$ cat config.mk
export PLATFORM = sky130hd
export DESIGN_NAME = r2n_buffer_flat
export DESIGN_NICKNAME = d
export VERILOG_FILES = /design/src/rtl/r2n_buffer_if.sv /design/src/rtl/r2n_buffer.sv /design/src/flat_wrapper.sv
export SDC_FILE = /design/constraint.sdc
export NUM_CORES = 1
export LEC_CHECK = 0
export BUFFER_PORTS_ARGS = -buffer_cell sky130_fd_sc_hd__buf_2
export CAP_MARGIN = 15
export CORE_UTILIZATION = 50
export CTS_CLUSTER_SIZE = 16
export DETAILED_ROUTE_END_ITERATION = 10
export PLACE_DENSITY = 0.79
export SYNTH_ARGS = -nofsm -noshare
export SYNTH_HDL_FRONTEND = slang
export SYNTH_SLANG_ARGS = --single-unit
$ cat constraint.sdc
create_clock -name clk -period 10.1 [get_ports clk]
set_input_delay 1.01 -clock clk [delete_from_list [all_inputs] [get_ports clk]]
set_output_delay 1.01 -clock clk [all_outputs]
set_load 0.01 [all_outputs]
$ cat src/rtl/r2n_buffer_if.sv
// Stream bundle for the ready-to-normal reshaper: blocked beats in, full matrix rows out.
interface r2n_buffer_if #(
  parameter int unsigned WIDTH      = 16,
  parameter int unsigned CHUNK_SIZE = 4,
  parameter int unsigned NUM_CORES  = 2,
  parameter int unsigned ROW        = 8,
  parameter int unsigned COL        = 4
);
  logic                                  in_valid;
  logic                                  in_ready;
  logic [WIDTH*CHUNK_SIZE*NUM_CORES-1:0] in_data;
  logic                                  out_valid;
  logic                                  out_ready;
  logic [WIDTH*COL-1:0]                  out_data;
  logic [$clog2(ROW)-1:0]                out_row_idx;
  logic                                  out_last;
  logic                                  done;

  // Producer of beats and consumer of rows.
  modport master (
    output in_valid, in_data, out_ready,
    input  in_ready, out_valid, out_data, out_row_idx, out_last, done
  );

  // The reshaper itself.
  modport slave (
    input  in_valid, in_data, out_ready,
    output in_ready, out_valid, out_data, out_row_idx, out_last, done
  );
endinterface

$ cat src/rtl/r2n_buffer.sv
// Ready-to-normal reshaper: collects NUM_CORES blocks per beat into a slice of full rows held
// in one of two ping-pong banks, then emits the slice row by row while the other bank fills.
module r2n_buffer #(
  parameter int unsigned WIDTH      = 16,
  parameter int unsigned BLOCK_SIZE = 2,
  parameter int unsigned CHUNK_SIZE = 4,
  parameter int unsigned ROW        = 8,
  parameter int unsigned COL        = 4,
  parameter int unsigned NUM_CORES  = 2
) (
  input  logic        clk,
  input  logic        rst_n,
  r2n_buffer_if.slave bus
);
  localparam int unsigned SliceRows = BLOCK_SIZE * NUM_CORES;
  localparam int unsigned Beats     = COL / BLOCK_SIZE;
  localparam int unsigned Slices    = ROW / SliceRows;
  localparam int unsigned BeatW     = (Beats > 1) ? $clog2(Beats) : 1;
  localparam int unsigned RowW      = (SliceRows > 1) ? $clog2(SliceRows) : 1;
  localparam int unsigned SliceW    = (Slices > 1) ? $clog2(Slices) : 1;
  localparam int unsigned ColW      = (COL > 1) ? $clog2(COL) : 1;
  localparam int unsigned IdxW      = (ROW > 1) ? $clog2(ROW) : 1;

  typedef enum logic [1:0] {BkEmpty, BkFilling, BkFull, BkDraining} bank_st_e;

  bank_st_e             bank_st_q [2];
  bank_st_e             bank_st_d [2];
  logic                 wr_bank_q, wr_bank_d;
  logic                 rd_bank_q, rd_bank_d;
  logic [BeatW-1:0]     beat_q, beat_d;
  logic [RowW-1:0]      row_q, row_d;
  logic [SliceW-1:0]    slice_q, slice_d;
  logic                 out_valid_q, out_valid_d;
  logic                 out_last_q, out_last_d;
  logic [WIDTH*COL-1:0] out_data_q, out_data_d;
  logic [IdxW-1:0]      out_row_idx_q, out_row_idx_d;

  // Slice storage, indexed [bank][slice row][column]; never cleared.
  logic [WIDTH-1:0]     mem_q [2][SliceRows][COL];

  logic                 in_ready;
  logic                 in_hs;
  logic                 wr_last;
  logic                 out_hs;
  logic                 final_hs;
  logic                 start;
  logic                 step;
  logic                 cand_bank;
  logic                 sel_bank;
  logic [RowW-1:0]      sel_row;
  logic [SliceW-1:0]    slice_nxt;
  logic [WIDTH*COL-1:0] row_vec;

  // Write side: accept while the current write bank still has room; advance beat and bank.
  always_comb begin
    in_ready  = (bank_st_q[wr_bank_q] == BkEmpty) || (bank_st_q[wr_bank_q] == BkFilling);
    in_hs     = bus.in_valid && in_ready;
    wr_last   = (beat_q == BeatW'(Beats - 1));
    beat_d    = beat_q;
    wr_bank_d = wr_bank_q;
    if (in_hs) begin
      if (wr_last) begin
        beat_d    = '0;
        wr_bank_d = ~wr_bank_q;
      end else begin
        beat_d = beat_q + 1'b1;
      end
    end
  end

  // Read side: start a slice when idle (or right as the previous one finishes), else step rows.
  always_comb begin
    out_hs    = out_valid_q && bus.out_ready;
    final_hs  = out_hs && out_last_q;
    cand_bank = final_hs ? ~rd_bank_q : rd_bank_q;
    slice_nxt = slice_q;
    if (final_hs) begin
      slice_nxt = (slice_q == SliceW'(Slices - 1)) ? '0 : slice_q + 1'b1;
    end
    start     = (!out_valid_q || final_hs) && (bank_st_q[cand_bank] == BkFull);
    step      = out_hs && !out_last_q;
    sel_bank  = start ? cand_bank : rd_bank_q;
    sel_row   = start ? '0 : row_q + 1'b1;

    row_vec = '0;
    for (int c = 0; c < COL; c++) begin
      row_vec[(COL-1-c)*WIDTH +: WIDTH] = mem_q[sel_bank][sel_row][ColW'(c)];
    end

    rd_bank_d     = cand_bank;
    slice_d       = slice_nxt;
    row_d         = row_q;
    out_valid_d   = out_valid_q;
    out_last_d    = out_last_q;
    out_data_d    = out_data_q;
    out_row_idx_d = out_row_idx_q;
    if (start || step) begin
      row_d       = sel_row;
      out_valid_d = 1'b1;
      out_data_d  = row_vec;
      out_last_d  = (sel_row == RowW'(SliceRows - 1));
      out_row_idx_d = start ? IdxW'(32'(slice_nxt) * SliceRows) : out_row_idx_q + 1'b1;
    end else if (final_hs) begin
      out_valid_d = 1'b0;
      out_last_d  = 1'b0;
    end
  end

  // Per-bank lifecycle: EMPTY -> FILLING -> FULL -> DRAINING -> EMPTY.
  always_comb begin
    for (int b = 0; b < 2; b++) begin
      bank_st_d[b] = bank_st_q[b];
      case (bank_st_q[b])
        BkEmpty: begin
          if (in_hs && (wr_bank_q == 1'(b))) bank_st_d[b] = wr_last ? BkFull : BkFilling;
        end
        BkFilling: begin
          if (in_hs && (wr_bank_q == 1'(b)) && wr_last) bank_st_d[b] = BkFull;
        end
        BkFull: begin
          if (start && (cand_bank == 1'(b))) bank_st_d[b] = BkDraining;
        end
        BkDraining: begin
          if (final_hs && (rd_bank_q == 1'(b))) bank_st_d[b] = BkEmpty;
        end
        default: bank_st_d[b] = BkEmpty;
      endcase
    end
  end

  // Bank state registers.
  always_ff @(posedge clk) begin
    if (!rst_n) begin
      for (int b = 0; b < 2; b++) bank_st_q[b] <= BkEmpty;
    end else begin
      for (int b = 0; b < 2; b++) bank_st_q[b] <= bank_st_d[b];
    end
  end

  // Counters, bank pointers and registered output row.
  always_ff @(posedge clk) begin
    if (!rst_n) begin
      wr_bank_q     <= 1'b0;
      rd_bank_q     <= 1'b0;
      beat_q        <= '0;
      row_q         <= '0;
      slice_q       <= '0;
      out_valid_q   <= 1'b0;
      out_last_q    <= 1'b0;
      out_data_q    <= '0;
      out_row_idx_q <= '0;
    end else begin
      wr_bank_q     <= wr_bank_d;
      rd_bank_q     <= rd_bank_d;
      beat_q        <= beat_d;
      row_q         <= row_d;
      slice_q       <= slice_d;
      out_valid_q   <= out_valid_d;
      out_last_q    <= out_last_d;
      out_data_q    <= out_data_d;
      out_row_idx_q <= out_row_idx_d;
    end
  end

  // Scatter each block element (r,c) of core k into its slice row and column.
  always_ff @(posedge clk) begin
    if (in_hs) begin
      for (int k = 0; k < NUM_CORES; k++) begin
        for (int r = 0; r < BLOCK_SIZE; r++) begin
          for (int c = 0; c < BLOCK_SIZE; c++) begin
            mem_q[wr_bank_q][RowW'(k*BLOCK_SIZE + r)][ColW'(32'(beat_q)*BLOCK_SIZE + c)] <=
              bus.in_data[((NUM_CORES-1-k)*CHUNK_SIZE + CHUNK_SIZE-1-(r*BLOCK_SIZE+c))*WIDTH
                          +: WIDTH];
          end
        end
      end
    end
  end

  assign bus.in_ready    = in_ready;
  assign bus.out_valid   = out_valid_q;
  assign bus.out_data    = out_data_q;
  assign bus.out_row_idx = out_row_idx_q;
  assign bus.out_last    = out_last_q;
  assign bus.done        = out_hs && (out_row_idx_q == IdxW'(ROW - 1));
endmodule
$ cat src/flat_wrapper.sv
// flat-port wrapper written by rule: the top's interface ports become plain ports
module r2n_buffer_flat 
#(
  parameter int unsigned WIDTH      = 16,
  parameter int unsigned BLOCK_SIZE = 2,
  parameter int unsigned CHUNK_SIZE = 4,
  parameter int unsigned ROW        = 8,
  parameter int unsigned COL        = 4,
  parameter int unsigned NUM_CORES  = 2
)
  (clk, rst_n, bus_in_valid, bus_in_data, bus_out_ready, bus_in_ready, bus_out_valid, bus_out_data, bus_out_row_idx, bus_out_last, bus_done);
  r2n_buffer_if #(.WIDTH(WIDTH), .CHUNK_SIZE(CHUNK_SIZE), .NUM_CORES(NUM_CORES), .ROW(ROW), .COL(COL)) bus_i ();
  input  logic clk;
  input  logic rst_n;
  input wire logic [$bits(bus_i.in_valid)-1:0] bus_in_valid;
  input wire logic [$bits(bus_i.in_data)-1:0] bus_in_data;
  input wire logic [$bits(bus_i.out_ready)-1:0] bus_out_ready;
  output wire logic [$bits(bus_i.in_ready)-1:0] bus_in_ready;
  output wire logic [$bits(bus_i.out_valid)-1:0] bus_out_valid;
  output wire logic [$bits(bus_i.out_data)-1:0] bus_out_data;
  output wire logic [$bits(bus_i.out_row_idx)-1:0] bus_out_row_idx;
  output wire logic [$bits(bus_i.out_last)-1:0] bus_out_last;
  output wire logic [$bits(bus_i.done)-1:0] bus_done;
  assign bus_i.in_valid = bus_in_valid;
  assign bus_i.in_data = bus_in_data;
  assign bus_i.out_ready = bus_out_ready;
  assign bus_in_ready = bus_i.in_ready;
  assign bus_out_valid = bus_i.out_valid;
  assign bus_out_data = bus_i.out_data;
  assign bus_out_row_idx = bus_i.out_row_idx;
  assign bus_out_last = bus_i.out_last;
  assign bus_done = bus_i.done;
  r2n_buffer #(.WIDTH(WIDTH), .BLOCK_SIZE(BLOCK_SIZE), .CHUNK_SIZE(CHUNK_SIZE), .ROW(ROW), .COL(COL), .NUM_CORES(NUM_CORES)) u_core (.clk(clk), .rst_n(rst_n), .bus(bus_i));
endmodule
After elaboration in Yosys (flattened, before gate mapping)

Memory sizes are Yosys's and may differ from the RTL's. A register that Yosys moved wholly into a read port is not among the register bits.
Cells that the tools add are included.
W data, S select, Z words.

Flip-flop bits (word level): 43
Memories kept: 2
Bits of input ports: 132
Output and inout bits: 71
Memory bits (writable): 516
Logic and storage cells: 614

Memory list:

| memory           | depth | bits a word | rd ports | clocked after Yosys merged registers in | wr ports | line             | text |
|---|---|---|---|---|---|---|---|
| u_core.mem_q     | 2     | 256         | 1        | 0                                       | 1        | r2n_buffer.sv:39 | `logic [WIDTH-1:0] mem_q [2][SliceRows][COL];` |
| u_core.bank_st_q | 2     | 2           | 4        | 1                                       | 2        | r2n_buffer.sv:26 | `bank_st_e bank_st_q [2];` |

Magnitude comparators: 5
Reductions and logical operators: 26
Eq/ne operators: 10
Add/sub/neg operators: 5
Muxes and demuxes: 293
Bitwise gates (word level): 264

Operator list:

| kind                  | number |
|---|---|
| $mux W1               | 269 |
| $or A1 B1 Y1          | 258 |
| $mux W64              | 4 |
| $bmux W64 S2          | 1 |
| $demux W16 S2         | 2 |
| $mux W16              | 2 |
| $mux W2               | 12 |
| $logic_and A1 B1 Y1   | 16 |
| $pmux W2 S4           | 2 |
| $eq A2 B2 Y1 const B  | 6 |
| $ge A3 B3 Y1 const B  | 3 |
| $not A2 Y3            | 3 |
| $eq A2 B1 Y1 const B  | 3 |
| $logic_not A2 Y1      | 3 |
| $lt A3 B1 Y1 const B  | 2 |
| $add A2 B1 Y2 const B | 2 |
| $add A3 B1 Y3 const B | 1 |
| $eq A3 B3 Y1 const B  | 1 |
| $logic_or A1 B1 Y1    | 3 |
| $mux W3               | 1 |
| $not A1 Y1            | 3 |
| $add A1 B1 Y1 const B | 2 |
| $logic_not A1 Y1      | 2 |
| $reduce_and A2 Y1     | 1 |
| $reduce_bool A2 Y1    | 1 |

Longest topological paths before layout

An unclocked memory read counts as a cell.

Depth in word-level cells: 11
Gate-level depth with buffers: 13

Worst setup path after synthesis

OpenSTA, ideal clock, no wires.

Kind: input-to-reg
Start: input bus_in_valid
End: memory u_core.mem_q[0][100] (netlist name) (enable)
Stages on the path: 4
Library setup time: 0.617 ns
Slack: 2.523 ns
Arrival time: 6.959 ns
Required time: 9.483 ns
Cell sequence: nand3_1 > clkbuf_1 > clkbuf_1 > nor2_1

Word-level cells in the longest chain between the ends: 4
Elaborated cells between the ends (all ways): 5
Classes of those cells: mux: 3; bitwise: 1; reduce/logical: 1

Ends and longest elaborated chain:

| item                           | line               | text |
|---|---|---|
| from (decl)                    | flat_wrapper.sv:15 | `input wire logic [$bits(bus_i.in_valid)-1:0] bus_in_valid;` |
| $logic_and A1 B1 Y1 *          | r2n_buffer.sv:57   | `in_hs = bus.in_valid && in_ready;` |
| $mux W1 *                      | r2n_buffer.sv:167  | `if (in_hs) begin` |
| $mux W64 (implied by the code) | r2n_buffer.sv:171  | `mem_q[wr_bank_q][RowW'(k*BLOCK_SIZE + r)][ColW'(32'(beat_q)*BLOCK_SIZE + c)] <=` |
| $or A1 B1 Y1 (no line) *       | --                 |  |
| to (decl)                      | r2n_buffer.sv:39   |  |

Mark *: on every way between the ends. The rest lies on a longest branch, timed or not.

==> flow_summary_export.csv <==
group,metric,value,unit
die,core_area,0.0260,sq mm
die,fp.dieArea,0.0271,sq mm
power_and_ir_drop,pwr-share-clk,29.6,%
power_and_ir_drop,vdd.ir_drop.worst,0.149,mV
clock_tree,cts-resized-gates,0,
worst_setup_path,path_class,"reg2reg",
sta,fin_skew,0.0202,ns
power_and_ir_drop,p_int,2.50,mW
synth,synth_area,0.0132,sq mm
worst_setup_path,cp-startpoint,"u_core.bank_st_q[1][1]",
power_and_ir_drop,seqPwrFrac,48.7,%
synth,synth_cells,850,
hold_path,whs_path_depth,2,
clock_tree,clockRootBuffer,"clkbuf_16",
finish,layout-drive-gt1-share,34.3,%
placed_design,placed_area,0.0142,sq mm
worst_setup_path,cp-start-kind,"flip-flop",
route,first_iter_violations,667,
clock_tree,htree_levels,1,
grt,grt.total_usage,22.3,%
finish,fin_area,0.0151,sq mm
worst_setup_path,crit_chain,"mux2i_1 -> nand3_4 -> nor2_4 -> buf_4 -> buf_4",
sta,fin_setup_tns,0,ns
placed_design,port_buffers,170,
worst_setup_path,r2r-end,"u_core.mem_q[1][166]",
clock_tree,cts_inserted_buffers,29,
worst_setup_path,critPathTopFamily,"simple AND/OR/NAND/NOR gates",
worst_setup_path,timing.critical_path.mode_cell,"buf_4",
synth,ys_seq_elements,304,
sta,fmax,228,MHz
synth,postSynthAreaPerCell,15.6,sq um
clock_tree,clkTransAtPathRegs,0.06,ns
synth,ys_types,49,
clock_tree,post-cts-setup-buffers,0,
finish,final_cell_mix,"256 x edfxtp_1, 170 x buf_2, 64 x mux2_2",
worst_setup_path,critPathCapture,"u_core.mem_q[1][166]",
grt,grt_max_degree,80,
synth,ys_seq_area_share,65.4,%
worst_setup_path,worstPathArrival,4.58,ns
grt,grt_pass1_wl,45200,um
hold_path,min_from,"u_core.bus.out_row_idx[1]",
sta,relSlewSlack,23.6,%
hold_path,hold_class,"reg2reg",
synth,yosys_warnings,0,
clock_tree,cts_buffer_depth,3,
synth,async_flop_share,0,%
power_and_ir_drop,pwr_density_cell,230,mW/mm^2
clock_tree,clock_latency,0.56,ns
sta,hold_violations,0,
die,io_pins,203,
sta,worstMarginPinSlew,1.14,ns
sta,setup_viol,0,
placed_design,place.gp.congestion,0.828,
worst_setup_path,worstRegToRegCells,5,
finish,area_growth,14.6,%
route,dr.pass1.iters,6,
finish,final_common_cell,"edfxtp_1",
clock_tree,postCtsHoldBufs,0,
die,initial_core_util,50.9,%
route,routedWlPerCell,21.8,um
power_and_ir_drop,power.total,3.49,mW
synth,ys.flop_type,"edfxtp_1",
placed_design,hpwl,19300,um
sta,rsz0062_at_grt,"false",
worst_setup_path,end_kind,"flip-flop",
route,antenna_left,0,
worst_setup_path,timing.rr.start,"u_core.bank_st_q[1][1]",
outcome,status,"completed",
worst_setup_path,cp.depth,5,
power_and_ir_drop,p_switching,0.993,mW
grt,grt.overflow.total,0,
finish,fin_nets,1151,
power_and_ir_drop,pwr-share-comb,21.6,%
finish,fillerInstances,1952,
worst_setup_path,cpPeakStageDelay,0.97,ns
clock_tree,cts_tree,"built",
finish,antenna_cells,0,
clock_tree,cts.sinks,304,
grt,grt_pass1_vias,7811,
worst_setup_path,path_buf_inv,2,
sta,drv_slew,0,
die,rows,59,
power_and_ir_drop,p_sw_share,28.5,%
finish,utilization,58.3,%
worst_setup_path,crit_path_max_fanout,69,
job,max_cap_violations,0,
power_and_ir_drop,p_leak,5.63,nW
die,die_y,165,um
sta,finalCritPeriodShare,43.4,%
route,drt_wl_total,29800,um
die,die_w,165,um
route,vias_per_cell,5.91,
synth,synth_edf_count,256,
route,dr_total_vias,8065,
worst_setup_path,slowest_stage,"nor2_4",
worst_setup_path,reg2reg_slack,5.72,ns
route,drc,0,
grt,antenna_found_initial,0,
sta,post-route-min-period,4.38,ns
worst_setup_path,critPathRequiredTime,10.30,ns
sequential cells by signal, indices dropped and copies added, names as in the netlist, named ones only:
name	count
u_core.beat_q	1
u_core.bus.out_data	32
u_core.bank_st_q	4
u_core.bus.out_row_idx	3
u_core.wr_bank_q	1
u_core.bus.out_last	1
u_core.slice_q	1
u_core.rd_bank_q	1
u_core.mem_q	256
u_core.bus.out_valid	1
u_core.row_q	2
metal layers:
metal	global-route usage (%)	wire length [um]	vias up
met3	3.77	2830	72
met5	0	0	-
met4	8.67	1150	0
li1	-	-	3582
met2	35.1	14100	490
met1	31.1	11700	3921
power by group through the flow:
stage | sequential (mW) | clock, mW | combinational (mW)
after CTS | 1.70 | 1.04 | 0.746
after global routing | 1.72 | 1.10 | 0.816
after floorplan | 1.73 | 0 | 0.489
after global placement | 1.72 | 0 | 0.720
final | 1.70 | 1.03 | 0.755
after detailed placement | 1.72 | 0 | 0.740
logic make-up after synthesis:
logic type      count (synthesis)  synth area share, %
compound gates                137                 7.77
xor+xnor                        4                0.265
fa+ha+maj                      12                 1.14
buf+inv                       124                 4.76
flops                         304                 65.4
mux                           145                 16.5
other cells                     1               0.0284
simple gates                  123                 4.10
worst reg2reg max path, cell delays in order (launching register included):
cell and delay [ns]:
dfxtp_1 0.37, mux2i_1 0.34, nand3_4 0.80, nor2_4 0.98, buf_4 0.88, buf_4 0.65
synthesized netlist by cell type, types with 2 or more instances:
cell,count,area (sq um)
a22oi_1,9,67.6
edfxtp_1,256,7690
ha_1,12,150
xnor2_1,3,26.3
dfxtp_1,48,961
nand2_1,24,90.1
buf_6,3,33.8
clkbuf_1,25,93.8
a31oi_1,2,12.5
mux4_2,52,1170
o2bb2ai_1,9,78.8
a311oi_1,2,17.5
nand2b_1,2,12.5
mux2_2,64,721
inv_1,39,146
nand3b_1,2,15.0
buf_2,11,55.1
nor2b_1,10,62.6
o21ai_0,15,75.1
and3_1,4,25.0
buf_1,12,45.0
a21oi_1,8,40.0
a2111oi_0,2,17.5
nor2_1,65,244
buf_4,34,255
a221o_1,20,200
mux2i_1,29,290
a211oi_1,13,97.6
a31o_2,9,78.8
nor3_1,13,65.1
o22ai_1,33,206
o211ai_1,2,15.0
a222oi_1,2,20.0
stage by stage:
step                      instances  setup slack (ns)  hold WS (ns)
after global routing           1365              5.40         0.503
after CTS                      1364              5.68         0.482
after global placement         1310              5.40         0.443
final                          1365              5.72         0.474
after floorplan                 881              2.52         0.474
after detailed placement       1310              5.28         0.449
layout make-up:
type	instances	area (sq um)	area share, %
clock buffer	35	748	4.94
clock inverter	19	148	0.975
inverter	39	146	0.966
multi-input combinational	453	4090	27.0
sequential	304	8650	57.1
tap	335	419	2.77
timing repair buffer	180	946	6.24
worst min path at each step:
stage / slack, ns / endpoint
finish: 0.47 / u_core.bus.out_row_idx[1]
global route: 0.50 / u_core.bus.out_data[51]
CTS: 0.48 / u_core.bus.out_row_idx[1]
detailed placement: 0.45 / u_core.bus.out_data[62]
global placement: 0.44 / u_core.bus.out_data[62]
floorplan: 0.47 / u_core.beat_q
Power figures use the tool's default switching activity.
